--- config.mk ---
export PLATFORM = sky130hd
export DESIGN_NAME = sync_fifo
export DESIGN_NICKNAME = d
export VERILOG_FILES = /design/src/rtl/sync_fifo.sv
export SDC_FILE = /design/constraint.sdc
export NUM_CORES = 1
export LEC_CHECK = 0
export CORE_ASPECT_RATIO = 1.5
export CORE_MARGIN = 2
export CORE_UTILIZATION = 53
export CTS_CLUSTER_SIZE = 16
export DETAILED_ROUTE_END_ITERATION = 10
export HOLD_SLACK_MARGIN = 0.12
export PLACE_DENSITY_LB_ADDON = 0.1
export SYNTH_ARGS = -nofsm -noshare
export SYNTH_HDL_FRONTEND = slang
export SYNTH_SLANG_ARGS = --single-unit
--- constraint.sdc ---
create_clock -name clk -period 4.5 [get_ports clk]
set_clock_uncertainty 0.2 [all_clocks]
set_input_delay 0.9 -clock clk [delete_from_list [all_inputs] [get_ports clk]]
set_output_delay 0.9 -clock clk [all_outputs]
set_load 0.005 [all_outputs]
--- src/rtl/sync_fifo.sv ---
// Single-clock FIFO with count-decoded status flags, sticky overflow/underflow
// flags, flush, and either registered-read or first-word-fall-through output.
module sync_fifo #(
    parameter int data_width_p    = 8,
    parameter int mem_depth_p     = 16,
    parameter int addr_size_p     = 4,
    parameter int afull_thresh_p  = 14,
    parameter int aempty_thresh_p = 2,
    parameter int fwft_p          = 0
) (
    input  logic                    clk,
    input  logic                    rst,
    input  logic [data_width_p-1:0] data_in,
    input  logic                    wr_en,
    input  logic                    rd_en,
    input  logic                    flush,
    input  logic                    clr_err,
    output logic [data_width_p-1:0] data_out,
    output logic                    full,
    output logic                    empty,
    output logic                    almost_full,
    output logic                    almost_empty,
    output logic [addr_size_p:0]    count,
    output logic                    overflow,
    output logic                    underflow
);

    localparam logic [addr_size_p:0]   depth_c   = (addr_size_p + 1)'(mem_depth_p);
    localparam logic [addr_size_p:0]   afull_c   = (addr_size_p + 1)'(afull_thresh_p);
    localparam logic [addr_size_p:0]   aempty_c  = (addr_size_p + 1)'(aempty_thresh_p);
    localparam logic [addr_size_p:0]   cnt_one_c = (addr_size_p + 1)'(1);
    localparam logic [addr_size_p-1:0] ptr_one_c = addr_size_p'(1);

    logic [data_width_p-1:0] mem_r [mem_depth_p];
    logic [addr_size_p-1:0]  wr_ptr_r;
    logic [addr_size_p-1:0]  rd_ptr_r;
    logic [addr_size_p:0]    count_r;
    logic [addr_size_p:0]    count_s;
    logic                    full_r;
    logic                    empty_r;
    logic                    afull_r;
    logic                    aempty_r;
    logic                    overflow_r;
    logic                    underflow_r;
    logic [data_width_p-1:0] dout_r;
    logic                    wr_acc_s;
    logic                    rd_acc_s;
    logic                    ovf_set_s;
    logic                    udf_set_s;

    // Accept decode and next occupancy; flush and rst suppress both accepts.
    always_comb begin
        wr_acc_s  = wr_en && !full_r  && !flush && !rst;
        rd_acc_s  = rd_en && !empty_r && !flush && !rst;
        ovf_set_s = wr_en && full_r;
        udf_set_s = rd_en && empty_r;
        count_s   = count_r;
        if (flush) begin
            count_s = {(addr_size_p + 1){1'b0}};
        end else begin
            case ({wr_acc_s, rd_acc_s})
                2'b10:   count_s = count_r + cnt_one_c;
                2'b01:   count_s = count_r - cnt_one_c;
                default: count_s = count_r;
            endcase
        end
    end

    // Pointers, occupancy and status flags, all decoded from the next count.
    always_ff @(posedge clk) begin
        if (rst) begin
            wr_ptr_r <= {addr_size_p{1'b0}};
            rd_ptr_r <= {addr_size_p{1'b0}};
            count_r  <= {(addr_size_p + 1){1'b0}};
            full_r   <= 1'b0;
            empty_r  <= 1'b1;
            afull_r  <= 1'b0;
            aempty_r <= 1'b1;
        end else begin
            if (flush) begin
                wr_ptr_r <= {addr_size_p{1'b0}};
                rd_ptr_r <= {addr_size_p{1'b0}};
            end else begin
                if (wr_acc_s) begin
                    wr_ptr_r <= wr_ptr_r + ptr_one_c;
                end
                if (rd_acc_s) begin
                    rd_ptr_r <= rd_ptr_r + ptr_one_c;
                end
            end
            count_r  <= count_s;
            full_r   <= (count_s == depth_c);
            empty_r  <= (count_s == {(addr_size_p + 1){1'b0}});
            afull_r  <= (count_s >= afull_c);
            aempty_r <= (count_s <= aempty_c);
        end
    end

    // Sticky error flags; a coincident set beats clr_err, flush leaves them alone.
    always_ff @(posedge clk) begin
        if (rst) begin
            overflow_r  <= 1'b0;
            underflow_r <= 1'b0;
        end else begin
            if (ovf_set_s) begin
                overflow_r <= 1'b1;
            end else if (clr_err) begin
                overflow_r <= 1'b0;
            end
            if (udf_set_s) begin
                underflow_r <= 1'b1;
            end else if (clr_err) begin
                underflow_r <= 1'b0;
            end
        end
    end

    // Storage array; intentionally not reset.
    always_ff @(posedge clk) begin
        if (wr_acc_s) begin
            mem_r[wr_ptr_r] <= data_in;
        end
    end

    // Registered read word (only loaded in registered-read mode).
    always_ff @(posedge clk) begin
        if (rst) begin
            dout_r <= {data_width_p{1'b0}};
        end else if ((fwft_p == 0) && rd_acc_s) begin
            dout_r <= mem_r[rd_ptr_r];
        end
    end

    generate
        if (fwft_p != 0) begin : g_fwft
            // Head word falls through; while empty the reset/held register shows.
            assign data_out = empty_r ? dout_r : mem_r[rd_ptr_r];
        end else begin : g_reg
            assign data_out = dout_r;
        end
    endgenerate

    assign full         = full_r;
    assign empty        = empty_r;
    assign almost_full  = afull_r;
    assign almost_empty = aempty_r;
    assign count        = count_r;
    assign overflow     = overflow_r;
    assign underflow    = underflow_r;

endmodule
== After elaboration in Yosys (flattened, before gate mapping) ==
Memories as Yosys holds them, arrays and structs flattened. A register that Yosys moved wholly into a read port is not among the register bits.
Index checks and enable logic that the tools add are counted.
Widths: inputs -> output; s select.

* Bits in writable memories: 128
* Logic and storage cells: 42
* Output and inout port bits: 19
* Memories kept: 1
* Flip-flop bits (word level): 19

{| class="wikitable"
|+ Memories
! memory !! depth !! width !! read ports !! clocked after Yosys merged registers in !! write ports !! line !! RTL
|-
| mem_r || 16 || 8 || 1 || 1 || 1 || 34 || <nowiki>logic [data_width_p-1:0] mem_r [mem_depth_p];</nowiki>
|}

* Mux-type cells: 7
* Reductions and logical operators: 16
* Order comparisons: 2
* $add $sub $neg: 4
* Eq/ne operators: 3

{| class="wikitable"
|+ Operator list
! cell !! count
|-
| $pmux 5 s2 || 1
|-
| $add 4x1->4 const B || 2
|-
| $logic_and 1x1->1 || 8
|-
| $add 5x1->5 const B || 1
|-
| $eq 5x5->1 const B || 1
|-
| $ge 5x4->1 const B || 1
|-
| $le 5x2->1 const B || 1
|-
| $logic_not 5->1 || 1
|-
| $mux 1 || 5
|-
| $mux 5 || 1
|-
| $sub 5x1->5 const B || 1
|-
| $logic_not 1->1 || 4
|-
| $reduce_bool 2->1 || 2
|-
| $eq 2x1->1 const B || 1
|-
| $eq 2x2->1 const B || 1
|-
| $reduce_or 2->1 || 1
|}

== Depth between registers and ports, before layout ==
Gate-level depths: netlist (run 1).

* Word-level depth: 8
* Gate-level depth with buffers: 11
* Mapped depth without buffers: 10

== Worst setup path before layout (run 1) ==
Ideal clock, no wire load.

* Path kind: input-to-reg
* Start: input flush
* End: register afull_r (netlist: almost_full)
* Data required time: 4.226 ns
* Library setup time: 0.074 ns
* Path slack: 1.077 ns
* Data arrival time: 3.149 ns
* Path buffers: 2
* Stages: 11
* Cells stage by stage: or2_2 -> clkbuf_1 -> nor2_1 -> inv_1 -> ha_1 -> clkbuf_1 -> and4b_1 -> a21oi_2 -> xnor2_1 -> or4_1 -> o21ai_0

* Longest elaborated chain between the ends: 7

{| class="wikitable"
|+ RTL lines
! item !! line !! RTL
|-
| start: declaration || 16 || <nowiki>input logic flush,</nowiki>
|-
| $logic_not 1->1 || 53, 54 ||
|-
| $logic_and 1x1->1, on equally long branches (2 in series) || 54, 53 ||
|-
| $eq 2x1->1 or $eq 2x2->1 (tied branches) || 61 || <nowiki>case ({wr_acc_s, rd_acc_s})</nowiki>
|-
| $pmux 5 s2 || 61 ||
|-
| $mux 5 * || 58 || <nowiki>if (flush) begin</nowiki>
|-
| $ge 5x4->1 * || 94 || <nowiki>afull_r <= (count_s >= afull_c);</nowiki>
|-
| end signal: assignment || 94 ||
|-
| end: declaration || 41 || <nowiki>logic afull_r;</nowiki>
|}

Mark *: on every way between the ends. The rest lies on a longest branch, timed or not.
A chain may end at the register's enable or synchronous reset.

== Worst setup path in the final report (run 1) ==
* Start: input rst
* End: register afull_r (netlist: almost_full)

* Longest elaborated chain between the ends: 6

{| class="wikitable"
|+ RTL lines
! item !! line !! RTL
|-
| start: declaration || 12 || <nowiki>input logic rst,</nowiki>
|-
| $logic_not 1->1 || 53, 54 ||
|-
| $logic_and 1x1->1, on equally long branches || 54, 53 ||
|-
| $eq 2x1->1 or $eq 2x2->1 (tied branches) || 61 ||
|-
| $pmux 5 s2 || 61 ||
|-
| $mux 5 || 58 ||
|-
| $ge 5x4->1 || 94 ||
|}

Several ways; a longest one is shown, not always the timed one.

==> metrics.md, run 1 <==
| Metric | Value |
|---|---|
| Status | `complete, no violations` |
| Reg clk slew, reported paths | `70 ps` |
| Post-synthesis cell count | `341` |
| Slew margin rel. | `a little under half` |
| Die height | `around 140 µm` |
| Gp weighted congestion | `0.7689` |
| Final antenna-violating net count | `0` |
| WP data required | `4640 ps` |
| Setup CP Type | `input port to register` |
| Post-synth cell types | `42` |
| CTS tree | `done` |
| Initial core utilization | `54.06%` |
| Post-Syn Area per Cell | `18.09 µm²` |
| Place WS | `363.0 ps` |
| Synthesis-to-layout area growth | `17.97%` |
| Worst Hold Endpoint | `data_out[3]` |
| Met3 Wirelength | `375 µm` |
| Top layer in use | `met4` |
| Clk sink count | `155` |
| WL/cell | `20.63 µm` |
| First-pass GRT wire length | `18.33 mm` |
| Peak Freq | `about 270 MHz` |
| Total die area | `roughly 13000 µm²` |
| Max-slew violation count | `0` |
| Placed Cells | `521` |
| Critical Path AT | `3870 ps` |
| Most common cell after layout, fill and taps aside | `edfxtp_1` |
| Post-synthesis sequential area ratio | `71.08%` |
| Root Buffer | `clkbuf_16` |
| Core box area | `11410 µm²` |
| Endpoints failing setup | `0` |
| Layout cell share with drive strength beyond 1 | `23.82%` |
| Initial antenna violation count | `0` |
| Vias in the first global route | `about 3300` |
| Reg2reg start | `empty` |
| Row count | `48` |
| Crit Path Max Fanout | `12` |
| Worst setup EP type | `register` |
| Setup bufs post-CTS | `0` |
| Tot Pwr | `2.973 mW` |
| Layout Nets | `411` |
| Final hold viol count | `0` |
| Flop-to-flop setup slack | `1600 ps` |
| HP Class | `register to register` |
| Commonest non-fill, non-tap cells in the layout | `edfxtp_1 (128), mux4_2 (40), clkdlybuf4s50_1 (32), nor2_1 (28), dfxtp_1 (26)` |
| Yosys Warn Count | `0` |
| Leak Pwr | `between 2 and 2.5 nW` |
| DP Wirelength | `7.911 mm` |
| Minimum clock period after layout | `3732 ps` |
| Worst-Skew Late Latency | `roughly 410 ps` |
| P per Cell Area | `slightly above 400 nW/µm²` |
| #FFs+latches synth | `155` |
| H-Tree Depth | `4` |
| Worst Tran Pin Value | `820.7 ps` |
| Async S/R FF share, synth | `0%` |
| Peak VDD IR | `0.4068 mV` |
| WHS Path Cells | `2` |
| Diode count | `0` |
| Post-route worst setup slack | `768.2 ps` |
| Hold Crit Start | `data_out[3]` |
| WL final | `11.41 mm` |
| Fin crit share | `a little over 80%` |
| Ports | `33` |
| RR Endpoint | `almost_full` |
| Main synth FF type | `edfxtp_1` |
| Met1 Wirelength | `approximately 4.6 mm` |
| Vias | `3155` |
| Met2 wire len | `between 6 and 7 mm` |
| Via-per-instance ratio | `5.705` |
| Worst Reg-to-Reg Cells | `10` |
| Max-Cap Viols | `0` |
| Mapped Nets | `~360` |
| RSZ-0062 raised after global routing | `no` |
| Cts bufs inserted | `17` |
| Number of synthesized flops with an enable pin | `128` |
| Detailed Routing Iterations Pass 1 | `4` |
| CTS hold repair buffers | `0` |
| # resized after CTS | `0` |
| Total DRC errors in the routed layout | `0` |
| Starting DRT DRC Count | `199` |
| Pin count of the biggest net entering global routing | `36` |
| Grt total ovfl | `0` |
| Total track usage | `20.21%` |
| Startpoint types | `input port` |
| Die Wd | `92.09 µm` |
| Final setup TNS | `0 ps` |
| Max Root-Sink Buffers | `2` |
| Buffers on Ports | `32` |
| Final Non-Filler Cells | `between 500 and 600` |
| Mapped cell area | `6168 µm²` |
[worst max-delay path, stage by stage]
cell and delay, ps:
clkdlybuf4s50_1 610, nor4b_4 560, nand2_4 120, xnor2_1 160, ha_1 230, a21oi_1 240, and4b_1 250, a21oi_2 40
xnor2_1 180, or4_1 500, o21ai_0 80
[cell usage after synthesis, types with 2 or more instances]
library cell  count  area [µm²]
buf_2             2       10.01
clkbuf_1          9       33.78
buf_4             3       22.52
nor2b_1           2       12.51
mux2i_1           2       20.02
nand2_1          17       63.81
nor3_1            6       30.03
inv_1             5       18.77
mux4_2           40       900.9
dfxtp_1          27       540.5
a21oi_1           3       15.01
xnor2_1           5       43.79
nand4_1           2       12.51
a31oi_1           2       12.51
xor2_1            5       43.79
a22oi_1           2       15.01
ha_1              7       87.58
nand2b_1         12       75.07
o21ai_0           9       45.04
a41o_1            2       20.02
buf_1             4       15.01
nor2_1           28       105.1
edfxtp_1        128        3844
[how the worst max path moves through the flow]
| stage | from | endpoint | slack, ps | cells past startpoint |
|---|---|---|---|---|
| global placement | rst | almost_empty | 530 | 10 |
| global route | rst | almost_full | 600 | 11 |
| detailed placement | rst | almost_full | 360 | 11 |
| finish | rst | almost_full | 770 | 11 |
| floorplan | flush | almost_full | 1080 | 11 |
| CTS | rst | almost_full | 780 | 11 |
[cells by family (layout without fill, tap and decap cells)]
| logic type | after synthesis | in the layout | share of synthesized area (%) |
|---|---|---|---|
| AOI/OAI and AO/OA | 26 | 26 | 2.819 |
| xor gates and xnor gates | 10 | 10 | 1.420 |
| adders and majority gates | 7 | 7 | 1.420 |
| buffers and inverters | 24 | 86 | 1.805 |
| DFF | 155 | 155 | 71.08 |
| muxes | 42 | 42 | 14.93 |
| and+or+nand+nor | 77 | 77 | 6.531 |
[sequential cells by signal (all words and copies together) (netlist names), 4 cells and up]
signal / cells
mem_r: 128
data_out: 8
count: 5
rd_ptr_r: 4
wr_ptr_r: 4
[power by group]
| group | internal, mW | leakage (nW) | switching, mW | total, mW |
|---|---|---|---|---|
| Clock | 0.772 | 0.279 | 0.579 | 1.35 |
| Sequential | 1.56 | 1.37 | 0.00359 | 1.56 |
| Combinational | 0.0275 | 0.677 | 0.0343 | 0.0619 |
[per-stage QoR]
step	hold WS, ps	utilization [%]	instance area, µm²
floorplan	258.6	-	6168
global placement	260.7	58.83	6713
detailed placement	265.2	58.83	6713
CTS	276.5	63.77	7277
global route	290.2	63.77	7277
finish	275.0	63.77	7277
[final cells by class]
type                            count  area (µm²)
Fill cell                         809        4134
Clock buffer                       17       425.4
Tap cell                          150       187.7
Inverter                            5       18.77
Sequential cell                   155        4385
Multi-Input combinational cell    162        1673
Clock inverter                     15       138.9
Timing Repair Buffer               49       447.9
[per-layer routing]
| metal | track usage [%] | vias to the layer above |
|---|---|---|
| met5 | 0 | - |
| met4 | 7.048 | 0 |
| met3 | 5.044 | 16 |
| met2 | 34.80 | 77 |
| met1 | 25.08 | 1629 |
| li1 | - | 1433 |
Power figures use the tool's default switching activity.
==> run 2, diff against run 1 <==
==> constraint.sdc (replaced) <==
create_clock -name clk -period 3.45 [get_ports clk]
set_clock_uncertainty 0.2 [all_clocks]
set_input_delay 0.69 -clock clk [delete_from_list [all_inputs] [get_ports clk]]
set_output_delay 0.69 -clock clk [all_outputs]
set_load 0.005 [all_outputs]
==> metrics.md, run 2 (synthesis results as in run 1) <==
| Metric | Value |
|---|---|
| Core box area | `11410 µm² (unchanged)` |
| DP Wirelength | `7.943 mm (was 7.911 mm)` |
| CP startpoint | `flush (was rst)` |
| Final antenna-violating net count | `0 (unchanged)` |
| Starting DRT DRC Count | `159 (was 199)` |
| Total DRC errors in the routed layout | `0 (unchanged)` |
| Most common cell after layout, fill and taps aside | `edfxtp_1 (unchanged)` |
| Fin crit share | `90.13%` |
| Worst Tran Pin Value | `621.2 ps (was 820.7 ps)` |
| Initial core utilization | `54.06% (unchanged)` |
| Detailed Routing Iterations Pass 1 | `4 (unchanged)` |
| Crit Path Max Fanout | `20 (was 12)` |
| CTS hold repair buffers | `0 (unchanged)` |
| Synthesis-to-layout area growth | `20.16% (was 17.97%)` |
| Die Wd | `92.09 µm (unchanged)` |
| Buffers on Ports | `32 (unchanged)` |
| Commonest non-fill, non-tap cells in the layout | `edfxtp_1 (128), mux4_2 (40), clkdlybuf4s50_1 (32), nor2_1 (28), buf_4 (28) (was edfxtp_1 (128), mux4_2 (40), clkdlybuf4s50_1 (32), nor2_1 (28), dfxtp_1 (26))` |
| Layout Nets | `423 (was 411)` |
| Clk sink count | `155 (unchanged)` |
| CTS tree | `done (unchanged)` |
| CP Capture Point | `almost_full (unchanged)` |
| Gp weighted congestion | `0.7574 (was 0.7689)` |
| RSZ-0062 raised after global routing | `no (unchanged)` |
| Vias | `3157 (was 3155)` |
| H-Tree Depth | `4 (unchanged)` |
| Crit-path slowest cell | `or4_1 (was clkdlybuf4s50_1)` |
| Worst Reg-to-Reg Cells | `9 (was 10)` |
| Slew margin rel. | `58.53% (was 45.09%)` |
| Max Root-Sink Buffers | `2 (unchanged)` |
| Crit path buf inv count | `2 (was 1)` |
| Minimum clock period after layout | `about 3100 ps` |
| # resized after CTS | `0 (unchanged)` |
| Setup bufs post-CTS | `0 (unchanged)` |
| First-pass GRT wire length | `18.08 mm (was 18.33 mm)` |
| Critical Path AT | `3260 ps (was 3870 ps)` |
| Startpoint types | `input port (unchanged)` |
| WL final | `11.66 mm (was 11.41 mm)` |
| Placed Cells | `533 (was 521)` |
| Endpoints failing setup | `0 (unchanged)` |
| Worst path depth | `10 (was 11)` |
| Fin Hold WS | `259.2 ps (was 275.0 ps)` |
| Peak VDD IR | `0.3386 mV (was 0.4068 mV)` |
| Die height | `136.1 µm (unchanged)` |
| Leak Pwr | `2.400 nW (was 2.326 nW)` |
| Total die area | `12540 µm² (unchanged)` |
| Initial antenna violation count | `0 (unchanged)` |
| Fill cells | `804 (was 809)` |
| Grt total ovfl | `0 (unchanged)` |
| Post-route worst setup slack | `340.4 ps (was 768.2 ps)` |
| Top reg by flops | `mem_r (unchanged)` |
| Cts bufs inserted | `17 (unchanged)` |
| Final Non-Filler Cells | `565 (was 553)` |
| WL/cell | `20.63 µm (about the same)` |
| CP max stage delay | `500 ps (was 610 ps)` |
| Row count | `48 (unchanged)` |
| Final hold viol count | `0 (unchanged)` |
| Place WS | `-84.38 ps (was 363.0 ps)` |
| Ports | `33 (unchanged)` |
| WP data required | `3600 ps (was 4640 ps)` |
| Flop-to-flop setup slack | `790 ps (was 1600 ps)` |
| CP most frequent cell | `o21ai_0 (was xnor2_1)` |
| Total track usage | `20.32% (was 20.21%)` |
| Root Buffer | `clkbuf_16 (unchanged)` |
| Setup CP Type | `input port to register (unchanged)` |
| P per Cell Area | `534.7 nW/µm² (was 408.5 nW/µm²)` |
| Status | `complete, no violations (unchanged)` |
| CP Cell Sequence | `clkdlybuf4s50_1 -> nor4b_4 -> buf_4 -> ha_1 -> o21ai_0 -> and4_1 -> o21bai_1 -> xor2_1 -> or4_1 -> o21ai_0 (was clkdlybuf4s50_1 -> nor4b_4 -> nand2_4 -> xnor2_1 -> ha_1 -> a21oi_1 -> and4b_1 -> a21oi_2 -> xnor2_1 -> or4_1 -> o21ai_0)` |
| Via-per-instance ratio | `5.588 (was 5.705)` |
| Reg clk slew, reported paths | `60 ps (was 70 ps)` |
| CP top delay family | `simple AND/OR/NAND/NOR gates (unchanged)` |
| Max-Cap Viols | `0 (unchanged)` |
| Reg2reg start | `empty (unchanged)` |
| Worst setup EP type | `register (unchanged)` |
| Layout cell share with drive strength beyond 1 | `25.54% (was 23.82%)` |
| Max-slew violation count | `0 (unchanged)` |
| Diode count | `0 (unchanged)` |
| HP Class | `register to register (unchanged)` |
| Max FFs per register | `128 (unchanged)` |
| RR Endpoint | `almost_full (unchanged)` |
| Peak Freq | `321.6 MHz` |
| Worst-Skew Late Latency | `410 ps (about the same)` |
| Pin count of the biggest net entering global routing | `36 (unchanged)` |
| Vias in the first global route | `3294 (was 3281)` |
[run 2: changes by cell type in the layout (fill, tap and decap cells not counted), moves of 2 or more]
cell / delta
buf_4: +11
clkinvlp_2: -2
clkbuf_16: +2
inv_8: -2
clkbuf_1: +2
[run 2: stage by stage]
stage	total power [mW]	utilization, %	instance area, µm²	TNS, ps
finish	3.963	64.96	7412	0
global placement	2.159	59.73	6815	0
CTS	3.999	64.96	7412	0
detailed placement	2.163	59.73	6815	-169.7
global route	4.076	64.96	7412	0
floorplan	2.106	-	6168	0
[run 2: final cells by class]
| type | instances | area (µm²) | area share, % |
|---|---|---|---|
| sequential | 155 | 4385 | 59.17 |
| multi-input combinational | 162 | 1673 | 22.57 |
| timing repair buffer | 61 | 550.5 | 7.427 |
| clock buffer | 22 | 496.7 | 6.702 |
| tap | 150 | 187.7 | 2.532 |
| clock inverter | 10 | 100.1 | 1.350 |
| inverter | 5 | 18.77 | 0.2532 |
[run 2: worst reg2reg max path, stage by stage (launching register included)]
cell	delay, ps
dfxtp_1	370
nor4b_4	310
buf_4	280
ha_1	260
o21ai_0	100
and4_1	200
o21bai_1	190
xor2_1	110
or4_1	500
o21ai_0	80
[run 2: worst min path at each step]
stage | startpoint | to | slack [ps] | cells past startpoint
2_1_floorplan | data_out[3] | data_out[3] | 260 | 2
3_3_place_gp | data_out[3] | data_out[3] | 260 | 2
3_5_place_dp | data_out[3] | data_out[3] | 250 | 2
4_1_cts | data_out[3] | data_out[3] | 260 | 2
5_1_grt | data_out[3] | data_out[3] | 310 | 2
6_report | data_out[3] | data_out[3] | 260 | 2
[run 2: per-layer routing]
layer / global-route usage [%] / share of wire (%) / vias to the layer above
li1: - / - / 1460
met1: 22.58 / 38 / 1614
met2: 37.42 / 57 / 68
met3: 5.266 / 3.2 / 15
met4: 7.380 / 2.0 / 0
met5: 0 / 0 / -
[run 2: report_power, final]
group          switching [mW]  internal (mW)  leakage, nW
Sequential            0.00491           2.03         1.37
Combinational          0.0473         0.0402        0.737
Clock                   0.733           1.11        0.292
Total                   0.785           3.18         2.40
==> run 3, diff against run 2 <==
--- a/config.mk
+++ b/config.mk
@@ -10,6 +10,7 @@
 export CORE_UTILIZATION = 53
 export CTS_CLUSTER_SIZE = 16
 export DETAILED_ROUTE_END_ITERATION = 10
+export GPL_ROUTABILITY_DRIVEN = 0
 export HOLD_SLACK_MARGIN = 0.12
 export PLACE_DENSITY_LB_ADDON = 0.1
 export SYNTH_ARGS = -nofsm -noshare
==> results of run 3 <==
No change in the layout: final DEF, timing and power equal those of run 2.
